<file path="config.mk">
export PLATFORM = sky130hd
export DESIGN_NAME = pe_load_sequencer
export DESIGN_NICKNAME = d
export VERILOG_FILES = /design/src/rtl/pe_pkg.sv /design/src/rtl/pe_load_sequencer.sv
export SDC_FILE = /design/constraint.sdc
export NUM_CORES = 1
export LEC_CHECK = 0
export CAP_MARGIN = 20
export CORE_MARGIN = 4
export CORE_UTILIZATION = 40
export DETAILED_ROUTE_END_ITERATION = 6
export MAX_ROUTING_LAYER = met4
export PLACE_DENSITY_LB_ADDON = 0.05
export SYNTH_ARGS = -nofsm -noshare
export SYNTH_HDL_FRONTEND = slang
export SYNTH_SLANG_ARGS = --single-unit
</file>
<file path="constraint.sdc">
create_clock -name CLK -period 3.2 [get_ports CLK]
set_input_delay 0.64 -clock CLK [delete_from_list [all_inputs] [get_ports CLK]]
set_output_delay 0.64 -clock CLK [all_outputs]
set_load 0.02 [all_outputs]
</file>
<file path="src/rtl/pe_pkg.sv">
// Shared types and default widths for the PE load sequencer.
// No logic here, so no latency.
// No flow control here.
package pe_pkg;

    localparam int W = 16;  // data word width
    localparam int A = 7;   // local-store address width

    typedef enum logic [2:0] {
        S_IDLE,
        S_LOAD_K,
        S_LOAD_N,
        S_COMPUTE,
        S_DONE
    } seq_state_t;

endpackage

</file>
<file path="src/rtl/pe_load_sequencer.sv">
// Loads len words into the kernel store, then len into the neuron store, then sweeps both for MAC.
// Latency: write strobes are combinational from srcValid; a job takes 3*len+2 cycles, from start to done, when the stream never stalls.
// Backpressure: srcReady is high only while loading; srcValid gaps stall the counter.
module pe_load_sequencer #(
    parameter int W = pe_pkg::W,
    parameter int A = pe_pkg::A
) (
    input  logic         CLK,
    input  logic         RESETn,
    input  logic         start,
    input  logic [A:0]   len,
    input  logic         srcValid,
    input  logic [W-1:0] srcData,
    output logic         srcReady,
    output logic [A-1:0] kernelAddr,
    output logic [W-1:0] kernelData,
    output logic         kernelWrite,
    output logic [A-1:0] neuronAddr,
    output logic [W-1:0] neuronData,
    output logic         neuronWrite,
    output logic         macEn,
    output logic         macFirst,
    output logic         busy,
    output logic         done
);
    import pe_pkg::*;

    localparam logic [A:0] ONE = {{A{1'b0}}, 1'b1};

    seq_state_t state_q, state_d;
    // cnt is one bit wider than the address so len = 2^A never wraps
    logic [A:0] cnt_q, cnt_d;
    logic [A:0] len_q, len_d;
    logic [A:0] cnt_inc;
    logic       last;

    assign cnt_inc = cnt_q + ONE;
    // cnt has reached len-1; only consulted in states where len_q >= 1
    assign last    = (cnt_inc == len_q);

    // State, counter and latched length registers with synchronous reset
    always_ff @(posedge CLK) begin
        if (!RESETn) begin
            state_q <= S_IDLE;
            cnt_q   <= '0;
            len_q   <= '0;
        end else begin
            state_q <= state_d;
            cnt_q   <= cnt_d;
            len_q   <= len_d;
        end
    end

    // Next-state logic and all outputs; outputs default to 0 so IDLE/DONE drive zeros
    always_comb begin
        state_d     = state_q;
        cnt_d       = cnt_q;
        len_d       = len_q;
        srcReady    = 1'b0;
        kernelAddr  = '0;
        kernelData  = '0;
        kernelWrite = 1'b0;
        neuronAddr  = '0;
        neuronData  = '0;
        neuronWrite = 1'b0;
        macEn       = 1'b0;
        macFirst    = 1'b0;
        busy        = 1'b1;
        done        = 1'b0;

        case (state_q)
            S_IDLE: begin
                busy = 1'b0;
                if (start) begin
                    len_d   = len;
                    cnt_d   = '0;
                    state_d = (len == '0) ? S_DONE : S_LOAD_K;
                end
            end

            S_LOAD_K: begin
                srcReady    = 1'b1;
                kernelAddr  = cnt_q[A-1:0];
                kernelData  = srcData;
                kernelWrite = srcValid;
                if (srcValid) begin
                    if (last) begin
                        cnt_d   = '0;
                        state_d = S_LOAD_N;
                    end else begin
                        cnt_d = cnt_inc;
                    end
                end
            end

            S_LOAD_N: begin
                srcReady    = 1'b1;
                neuronAddr  = cnt_q[A-1:0];
                neuronData  = srcData;
                neuronWrite = srcValid;
                if (srcValid) begin
                    if (last) begin
                        cnt_d   = '0;
                        state_d = S_COMPUTE;
                    end else begin
                        cnt_d = cnt_inc;
                    end
                end
            end

            S_COMPUTE: begin
                // Stores are read at cnt; the PE consumes the data one cycle later
                kernelAddr = cnt_q[A-1:0];
                neuronAddr = cnt_q[A-1:0];
                macEn      = 1'b1;
                macFirst   = (cnt_q == '0);
                if (last) begin
                    cnt_d   = '0;
                    state_d = S_DONE;
                end else begin
                    cnt_d = cnt_inc;
                end
            end

            S_DONE: begin
                // One cycle after the last MAC, so the final read is covered
                done    = 1'b1;
                state_d = S_IDLE;
            end

            default: begin
                state_d = S_IDLE;
            end
        endcase
    end

endmodule
</file>
==> run_summary.xml, run 1 <==
<?xml version="1.0" encoding="UTF-8"?>
<metrics>
  <group name="detailed_routing">
    <metric name="wl_per_cell" unit="um">13.9</metric>
    <metric name="drt_drc_violations_left" unit="">0</metric>
    <metric name="dr_total_vias" unit="">1673</metric>
    <metric name="firstDrtPassIters" unit="">4</metric>
    <metric name="postRouteWirelength" unit="um">4640</metric>
    <metric name="viasPerCell" unit="">5.01</metric>
    <metric name="drt.antenna.violating_nets" unit="">0</metric>
    <metric name="detail_route.iter0.violations" unit="">71</metric>
  </group>
  <group name="grt">
    <metric name="overflow_left_after_global_routing" unit="">0</metric>
    <metric name="grtUsageTotal" unit="%">18.9</metric>
    <metric name="grt_pass1_vias" unit="">1627</metric>
    <metric name="grt_start_max_net_pins" unit="">18</metric>
    <metric name="grt_pass1_wl" unit="um">7750</metric>
    <metric name="antenna_found_initial" unit="">0</metric>
  </group>
  <group name="logic_synthesis">
    <metric name="synth_top_area_cell" unit="">sky130_fd_sc_hd__dfxtp_1</metric>
    <metric name="seq_area_frac_synth" unit="%">23.9</metric>
    <metric name="yosys_warnings" unit="">0</metric>
    <metric name="post_synth_main_area_contributors" unit="">sky130_fd_sc_hd__dfxtp_1, sky130_fd_sc_hd__and2_1, sky130_fd_sc_hd__nand2_1, sky130_fd_sc_hd__a21boi_0, sky130_fd_sc_hd__xnor2_1</metric>
    <metric name="post_synth_instance_area" unit="um^2">1590</metric>
    <metric name="netlist_instances" unit="">210</metric>
    <metric name="yosysUniqueCellTypes" unit="">48</metric>
    <metric name="yosysTopAreaCellShare" unit="%">23.9</metric>
    <metric name="nets_in_the_synthesized_netlist" unit="">240</metric>
    <metric name="total_of_flip_flops_plus_latches_after_synthesis" unit="">19</metric>
    <metric name="avgSynthCellArea" unit="um^2">7.59</metric>
  </group>
  <group name="die">
    <metric name="core_area" unit="um^2">3740</metric>
    <metric name="floorplan.initialDensity" unit="%">42.6</metric>
    <metric name="floorplan.die.width" unit="um">71.1</metric>
    <metric name="placementRows" unit="">22</metric>
    <metric name="pin_count" unit="">81</metric>
    <metric name="design.die.area" unit="um^2">5060</metric>
    <metric name="floorplan.die.height" unit="um">71.1</metric>
  </group>
  <group name="critical_path">
    <metric name="cp_arrival" unit="ns">2.31</metric>
    <metric name="timing.critical_path.from_type" unit="">flip-flop</metric>
    <metric name="crit_fanout" unit="">12</metric>
    <metric name="worstSetupPathType" unit="">flip-flop to output port</metric>
    <metric name="cp.required" unit="ns">2.56</metric>
    <metric name="setup.worst_path.end_class" unit="">output port</metric>
  </group>
  <group name="timing">
    <metric name="worstMarginPinSlew" unit="ns">0.547</metric>
    <metric name="fmax" unit="MHz">339</metric>
    <metric name="fin_worst_skew" unit="ns">0.00288</metric>
    <metric name="final.setup.tns" unit="ns">0</metric>
    <metric name="slew_headroom" unit="%">63.2</metric>
    <metric name="grt_setup_unrepaired" unit="">no</metric>
    <metric name="report.final.slew_viol_count" unit="">0</metric>
    <metric name="finalSetupViolations" unit="">0</metric>
    <metric name="period_utilization_post_route" unit="%">92.2</metric>
    <metric name="fin_crit" unit="ns">2.95</metric>
    <metric name="timing_hold_violations_final" unit="">0</metric>
  </group>
  <group name="place">
    <metric name="placed_area" unit="um^2">2420</metric>
    <metric name="place.detailed.instances" unit="">330</metric>
    <metric name="gpl.final_weighted_congestion" unit="">0.777</metric>
    <metric name="port-buffer-count" unit="">80</metric>
    <metric name="half_perimeter_wire_length_of_the_detailed_placement_result" unit="um">3810</metric>
  </group>
  <group name="finish">
    <metric name="fraction_of_final_layout_cells_sized_beyond_drive_strength_1" unit="%">8.04</metric>
    <metric name="antenna-diode-count" unit="">0</metric>
    <metric name="n_fill_cell" unit="">350</metric>
    <metric name="area_growth_syn_to_layout" unit="%">54.8</metric>
    <metric name="finalCoreUtilization" unit="%">65.9</metric>
    <metric name="seqCellArea" unit="um^2">380</metric>
    <metric name="design_area" unit="um^2">2470</metric>
    <metric name="number_of_nets_in_the_finished_design" unit="">317</metric>
    <metric name="layoutNonFillerInstCount" unit="">334</metric>
    <metric name="multi_input_area" unit="um^2">1130</metric>
  </group>
  <group name="cts">
    <metric name="root_buf_cell" unit="">sky130_fd_sc_hd__clkbuf_8</metric>
    <metric name="clockBufferDepth" unit="">2</metric>
    <metric name="cts_tree" unit="">built</metric>
    <metric name="cts_num_sinks" unit="">19</metric>
    <metric name="cts.reportedPaths.clkPinSlew" unit="ns">0.08</metric>
    <metric name="clock_latency" unit="ns">0.26</metric>
    <metric name="depth_of_the_cts_h_tree" unit="">1</metric>
    <metric name="post_cts.repair.setup_buffers" unit="">0</metric>
    <metric name="cts_inserted_buffers" unit="">3</metric>
  </group>
  <group name="flow_run">
    <metric name="max_cap_violations" unit="">0</metric>
  </group>
  <group name="run_status">
    <metric name="run_status" unit="">finished, final reports clean</metric>
  </group>
  <group name="worst_hold_path">
    <metric name="hold_path.class" unit="">flip-flop to flip-flop</metric>
  </group>
  <group name="pwr">
    <metric name="power-per-cell-area" unit="nW/um^2">422</metric>
    <metric name="p_leak" unit="nW">0.947</metric>
    <metric name="power.total" unit="mW">1.04</metric>
    <metric name="worst_ir_drop_vdd" unit="mV">0.313</metric>
  </group>
</metrics>
-- report_power, final --
part | switching [mW] | total (mW) | internal (mW)
clock | 0.0884 | 0.176 | 0.0879
sequential | 0.0249 | 0.284 | 0.260
combinational | 0.306 | 0.581 | 0.275
total | 0.419 | 1.04 | 0.623
-- cells in the final DEF, fill, tap and decap left out, types with 6 or more instances in the layout --
| master | n |
|---|---|
| sky130_fd_sc_hd__and2_1 | 50 |
| sky130_fd_sc_hd__a21oi_1 | 6 |
| sky130_fd_sc_hd__clkdlybuf4s50_1 | 80 |
| sky130_fd_sc_hd__nand2_1 | 28 |
| sky130_fd_sc_hd__xnor2_1 | 6 |
| sky130_fd_sc_hd__a21boi_0 | 10 |
| sky130_fd_sc_hd__nand3_1 | 7 |
| sky130_fd_sc_hd__dfxtp_1 | 19 |
| sky130_fd_sc_hd__nor2_1 | 6 |
-- through the flow --
stage | setup slack, ns | hold slack, ns
global route | 0.0237 | 0.512
global placement | 0.510 | 0.470
detailed placement | 0.415 | 0.476
floorplan | 0.619 | 0.455
finish | 0.249 | 0.481
CTS | 0.131 | 0.487
-- sequential cells by signal (all words and copies together) (netlist names) --
register,count
cnt_q,8
len_q,8
state_q,3
-- cell families (layout without fill, tap and decap cells) --
kind of cell | after synthesis | in the layout | share of synthesized area, %
adder cells (fa/ha/maj) | 2 | 2 | 1.57
buffers and inverters | 17 | 93 | 5.49
flip-flops | 19 | 19 | 23.9
AND/OR/NAND/NOR | 126 | 126 | 45.9
multiplexers | 3 | 3 | 1.96
XOR/XNOR | 11 | 11 | 7.22
AO/OA/AOI/OAI | 32 | 32 | 14.0
-- timing repair --
action	in CTS	in global routing
resized for setup	0	1
setup endpoints to repair	0	18
hold buffers	0	0
-- per-layer routing --
metal | vias up | wire, um | track usage [%]
li1 | 855 | - | -
met1 | 748 | 2160 | 24.6
met2 | 67 | 2110 | 30.3
met3 | 3 | 364 | 5.68
met4 | 0 | 8 | 1.25
met5 | - | 0 | -
-- synth_stat cells, drive strengths merged --
cell type and number:
nand4 2, a22o 2, nor4 4, and2 51
or2 1, o22ai 1, nor3b 3, xor2 4
nor2b 6, a32oi 1, or3 1, mux2 1
nand3b 1, a2111o 1, and4 1, nor4b 1
ha 2, xnor2 7, nand2b 1, clkbuf 6
a31oi 1, nor2 7, mux2i 2, a21oi 7
a21o 2, inv 5, a21boi 10, o211a 1
nor3 5, nand2 29, nand3 9, and3 3
buf 6, dfxtp 19, and2b 1, o21ai 5
a31o 1
-- cell type report --
cell class	instances	share of cell area [%]
clock inverter	1	0.304
multi-input combinational	174	45.7
timing repair buffer	84	33.7
clock buffer	3	1.67
tap	48	2.43
inverter	5	0.761
sequential	19	15.4
-- worst max-delay path, cell delays in order, from the launching register on --
cell and delay, ns:
sky130_fd_sc_hd__dfxtp_1 0.52, sky130_fd_sc_hd__nor2b_2 0.37, sky130_fd_sc_hd__nor2b_1 0.21, sky130_fd_sc_hd__buf_4 0.20, sky130_fd_sc_hd__and2_1 0.14, sky130_fd_sc_hd__clkdlybuf4s50_1 0.60
-- path summary, 6_finish.rpt --
check | slack (ns) | depth (start not counted) | startpoint | to
worst max-delay path | 0.25 | 5 | state_q[1] | neuronData[9]
worst min-delay path | 0.48 | 2 | len_q[3] | len_q[3]
worst max register to register | 0.78 | 8 | cnt_q[0] | state_q[0]
worst min register to register | 0.48 | 2 | len_q[3] | len_q[3]
Note: power is estimated with default switching activity, not from simulation.
==> inputs of run 2 (changes only) <==
--- a/config.mk
+++ b/config.mk
@@ -6,10 +6,10 @@
 export NUM_CORES = 1
 export LEC_CHECK = 0
 export CAP_MARGIN = 20
+export CORE_ASPECT_RATIO = 0.9
 export CORE_MARGIN = 4
 export CORE_UTILIZATION = 40
 export DETAILED_ROUTE_END_ITERATION = 6
-export MAX_ROUTING_LAYER = met4
 export PLACE_DENSITY_LB_ADDON = 0.05
 export SYNTH_ARGS = -nofsm -noshare
 export SYNTH_HDL_FRONTEND = slang
==> run_summary.xml, run 2 (synthesis gave the netlist of run 1 again) <==
<?xml version="1.0" encoding="UTF-8"?>
<metrics>
  <group name="die">
    <metric name="floorplan.die.width" unit="um">74.5</metric>
    <metric name="core_area" unit="um^2">3780</metric>
    <metric name="design.die.area" unit="um^2">5060</metric>
    <metric name="pin_count" unit="">81</metric>
    <metric name="floorplan.die.height" unit="um">67.9</metric>
    <metric name="placementRows" unit="">21</metric>
    <metric name="floorplan.initialDensity" unit="%">42.1</metric>
  </group>
  <group name="cts">
    <metric name="clockBufferDepth" unit="">2</metric>
    <metric name="clock_latency" unit="ns">0.26</metric>
    <metric name="cts_inserted_buffers" unit="">3</metric>
    <metric name="cts_num_sinks" unit="">19</metric>
    <metric name="post_cts.repair.setup_buffers" unit="">0</metric>
    <metric name="root_buf_cell" unit="">sky130_fd_sc_hd__clkbuf_8</metric>
    <metric name="depth_of_the_cts_h_tree" unit="">1</metric>
    <metric name="cts_stage_hold_buffer_count" unit="">0</metric>
    <metric name="cts_tree" unit="">built</metric>
    <metric name="cts.reportedPaths.clkPinSlew" unit="ns">0.07</metric>
  </group>
  <group name="finish">
    <metric name="final_common_cell" unit="">sky130_fd_sc_hd__clkdlybuf4s50_1</metric>
    <metric name="antenna-diode-count" unit="">0</metric>
    <metric name="fraction_of_final_layout_cells_sized_beyond_drive_strength_1" unit="%">7.75</metric>
    <metric name="n_fill_cell" unit="">366</metric>
    <metric name="number_of_nets_in_the_finished_design" unit="">315</metric>
    <metric name="area_growth_syn_to_layout" unit="%">53.7</metric>
    <metric name="layout_common_cells" unit="">sky130_fd_sc_hd__clkdlybuf4s50_1, sky130_fd_sc_hd__and2_1, sky130_fd_sc_hd__nand2_1</metric>
    <metric name="largest_registers" unit="">cnt_q (8), len_q (8), state_q (3)</metric>
  </group>
  <group name="detailed_routing">
    <metric name="viasPerCell" unit="">4.96</metric>
    <metric name="drt_drc_violations_left" unit="">0</metric>
    <metric name="postRouteWirelength" unit="um">4390</metric>
    <metric name="drt.antenna.violating_nets" unit="">0</metric>
    <metric name="dr_total_vias" unit="">1637</metric>
    <metric name="firstDrtPassIters" unit="">4</metric>
    <metric name="detail_route.iter0.violations" unit="">83</metric>
    <metric name="wl_per_cell" unit="um">13.3</metric>
  </group>
  <group name="pwr">
    <metric name="p_comb_share" unit="%">54.3</metric>
    <metric name="power-per-cell-area" unit="nW/um^2">416</metric>
    <metric name="p_leak" unit="nW">0.941</metric>
    <metric name="p_int" unit="uW">615</metric>
    <metric name="worst_ir_drop_vdd" unit="mV">0.202</metric>
    <metric name="switching_power" unit="uW">403</metric>
    <metric name="clock_power_share" unit="%">16.3</metric>
    <metric name="p_seq_share" unit="%">29.4</metric>
    <metric name="power.total" unit="mW">1.02</metric>
    <metric name="netSwitchingFraction" unit="%">39.6</metric>
  </group>
  <group name="worst_hold_path">
    <metric name="hold_path.class" unit="">flip-flop to flip-flop</metric>
    <metric name="min_from" unit="">len_q[0]</metric>
  </group>
  <group name="timing">
    <metric name="timing_hold_violations_final" unit="">0</metric>
    <metric name="slew_headroom" unit="%">64.1</metric>
    <metric name="fin_crit" unit="ns">2.98</metric>
    <metric name="fin_worst_skew" unit="ns">0.00348</metric>
    <metric name="report.final.slew_viol_count" unit="">0</metric>
    <metric name="final.setup.tns" unit="ns">0</metric>
    <metric name="grt_setup_unrepaired" unit="">no</metric>
    <metric name="finalSetupViolations" unit="">0</metric>
    <metric name="period_utilization_post_route" unit="%">93.1</metric>
    <metric name="fmax" unit="MHz">336</metric>
    <metric name="worstMarginPinSlew" unit="ns">0.533</metric>
  </group>
  <group name="critical_path">
    <metric name="setup.worst_path.end_class" unit="">output port</metric>
    <metric name="crit_family" unit="">simple AND/OR/NAND/NOR gates</metric>
    <metric name="start_point_of_the_critical_path" unit="">state_q[1]</metric>
    <metric name="crit-reg2reg-launch" unit="">cnt_q[0]</metric>
    <metric name="path_buf_inv" unit="">1</metric>
    <metric name="critical-path-slowest-cell" unit="">sky130_fd_sc_hd__clkdlybuf4s50_1</metric>
    <metric name="worstPathCellList" unit="">nor2b_2 &gt; and2_1 &gt; nand2_1 &gt; nor4_1 &gt; clkdlybuf4s50_1</metric>
    <metric name="worst_path_largest_cell_delay" unit="ns">0.67</metric>
    <metric name="cp.required" unit="ns">2.56</metric>
    <metric name="crit_fanout" unit="">11</metric>
    <metric name="cp_arrival" unit="ns">2.34</metric>
    <metric name="timing.critical_path.from_type" unit="">flip-flop</metric>
    <metric name="worstSetupPathType" unit="">flip-flop to output port</metric>
  </group>
  <group name="grt">
    <metric name="grt_pass1_wl" unit="um">6980</metric>
    <metric name="antenna_found_initial" unit="">0</metric>
    <metric name="overflow_left_after_global_routing" unit="">0</metric>
    <metric name="grt_start_max_net_pins" unit="">19</metric>
    <metric name="grtUsageTotal" unit="%">17.3</metric>
    <metric name="grt_pass1_vias" unit="">1526</metric>
  </group>
  <group name="place">
    <metric name="gpl.final_weighted_congestion" unit="">0.922</metric>
    <metric name="half_perimeter_wire_length_of_the_detailed_placement_result" unit="um">3600</metric>
    <metric name="port-buffer-count" unit="">80</metric>
  </group>
  <group name="run_status">
    <metric name="run_status" unit="">finished, final reports clean</metric>
  </group>
  <group name="flow_run">
    <metric name="max_cap_violations" unit="">0</metric>
  </group>
</metrics>
run 2: changes by cell type in the layout (fill, tap and decap cells not counted), sizes merged:
cell      previous run  this run
buf                  4         2
clkinvlp             1         0
clkinv               0         1
run 2: final timing paths:
check / end / slack (ns) / cells after the start
min: len_q[0] / 0.48 / 2
min reg2reg: len_q[0] / 0.48 / 2
max reg2reg: state_q[0] / 0.74 / 8
max: macFirst / 0.22 / 5
run 2: metrics by stage:
| step | setup slack, ns | utilization, % | hold WS (ns) | cell area, um^2 | std cells |
|---|---|---|---|---|---|
| 3_5_place_dp | 0.380 | 63.4 | 0.474 | 2400 | 326 |
| 3_3_place_gp | 0.459 | 63.4 | 0.468 | 2400 | 326 |
| 6_report | 0.220 | 64.7 | 0.482 | 2450 | 330 |
| 4_1_cts | 0.107 | 64.6 | 0.485 | 2440 | 330 |
| 5_1_grt | 0.00185 | 64.7 | 0.517 | 2450 | 330 |
| 2_1_floorplan | 0.619 | - | 0.455 | 1590 | 210 |
run 2: tightest hold or removal path, stage by stage, from the launching register on:
cell,delay [ns]
sky130_fd_sc_hd__dfxtp_1,0.32
sky130_fd_sc_hd__nand2_1,0.05
sky130_fd_sc_hd__a21boi_0,0.06
run 2: layout make-up:
type	instances	area [um^2]	area share [%]
tap	46	57.6	2.35
multi-input combinational	174	1130	46.2
timing repair buffer	82	816	33.3
inverter	5	18.8	0.766
clock buffer	3	41.3	1.69
sequential	19	380	15.5
clock inverter	1	5.00	0.204
run 2: what timing repair did:
item | 4_1_cts | 5_1_grt
endpoints found under the setup margin | 0 | 34
endpoints found under the hold margin | 0 | 0
gates resized for setup | 0 | 2
run 2: layer usage:
metal  GRT usage, %  up-vias  share of wire [%]
li1               -      852                  -
met1           22.9      708                 47
met2           27.2       75                 41
met3           7.64        2                 11
met4           1.56        0               0.73
met5              0        -                  0
run 2: power by group through the flow:
stage / Sequential, mW / Clock (mW) / Combinational [mW]
after CTS: 0.299 / 0.173 / 0.557
after global placement: 0.303 / 0 / 0.552
after floorplan: 0.280 / 0 / 0.347
after detailed placement: 0.304 / 0 / 0.555
after global routing: 0.304 / 0.184 / 0.603
final: 0.299 / 0.166 / 0.553
==> inputs of run 3 (changes only) <==
--- a/config.mk
+++ b/config.mk
@@ -9,8 +9,10 @@
 export CORE_ASPECT_RATIO = 0.9
 export CORE_MARGIN = 4
 export CORE_UTILIZATION = 40
+export CTS_CLUSTER_SIZE = 24
 export DETAILED_ROUTE_END_ITERATION = 6
 export PLACE_DENSITY_LB_ADDON = 0.05
 export SYNTH_ARGS = -nofsm -noshare
 export SYNTH_HDL_FRONTEND = slang
 export SYNTH_SLANG_ARGS = --single-unit
+export TNS_END_PERCENT = 20
==> results of run 3 <==
Final layout, timing and power as in run 2 (identical DEF).
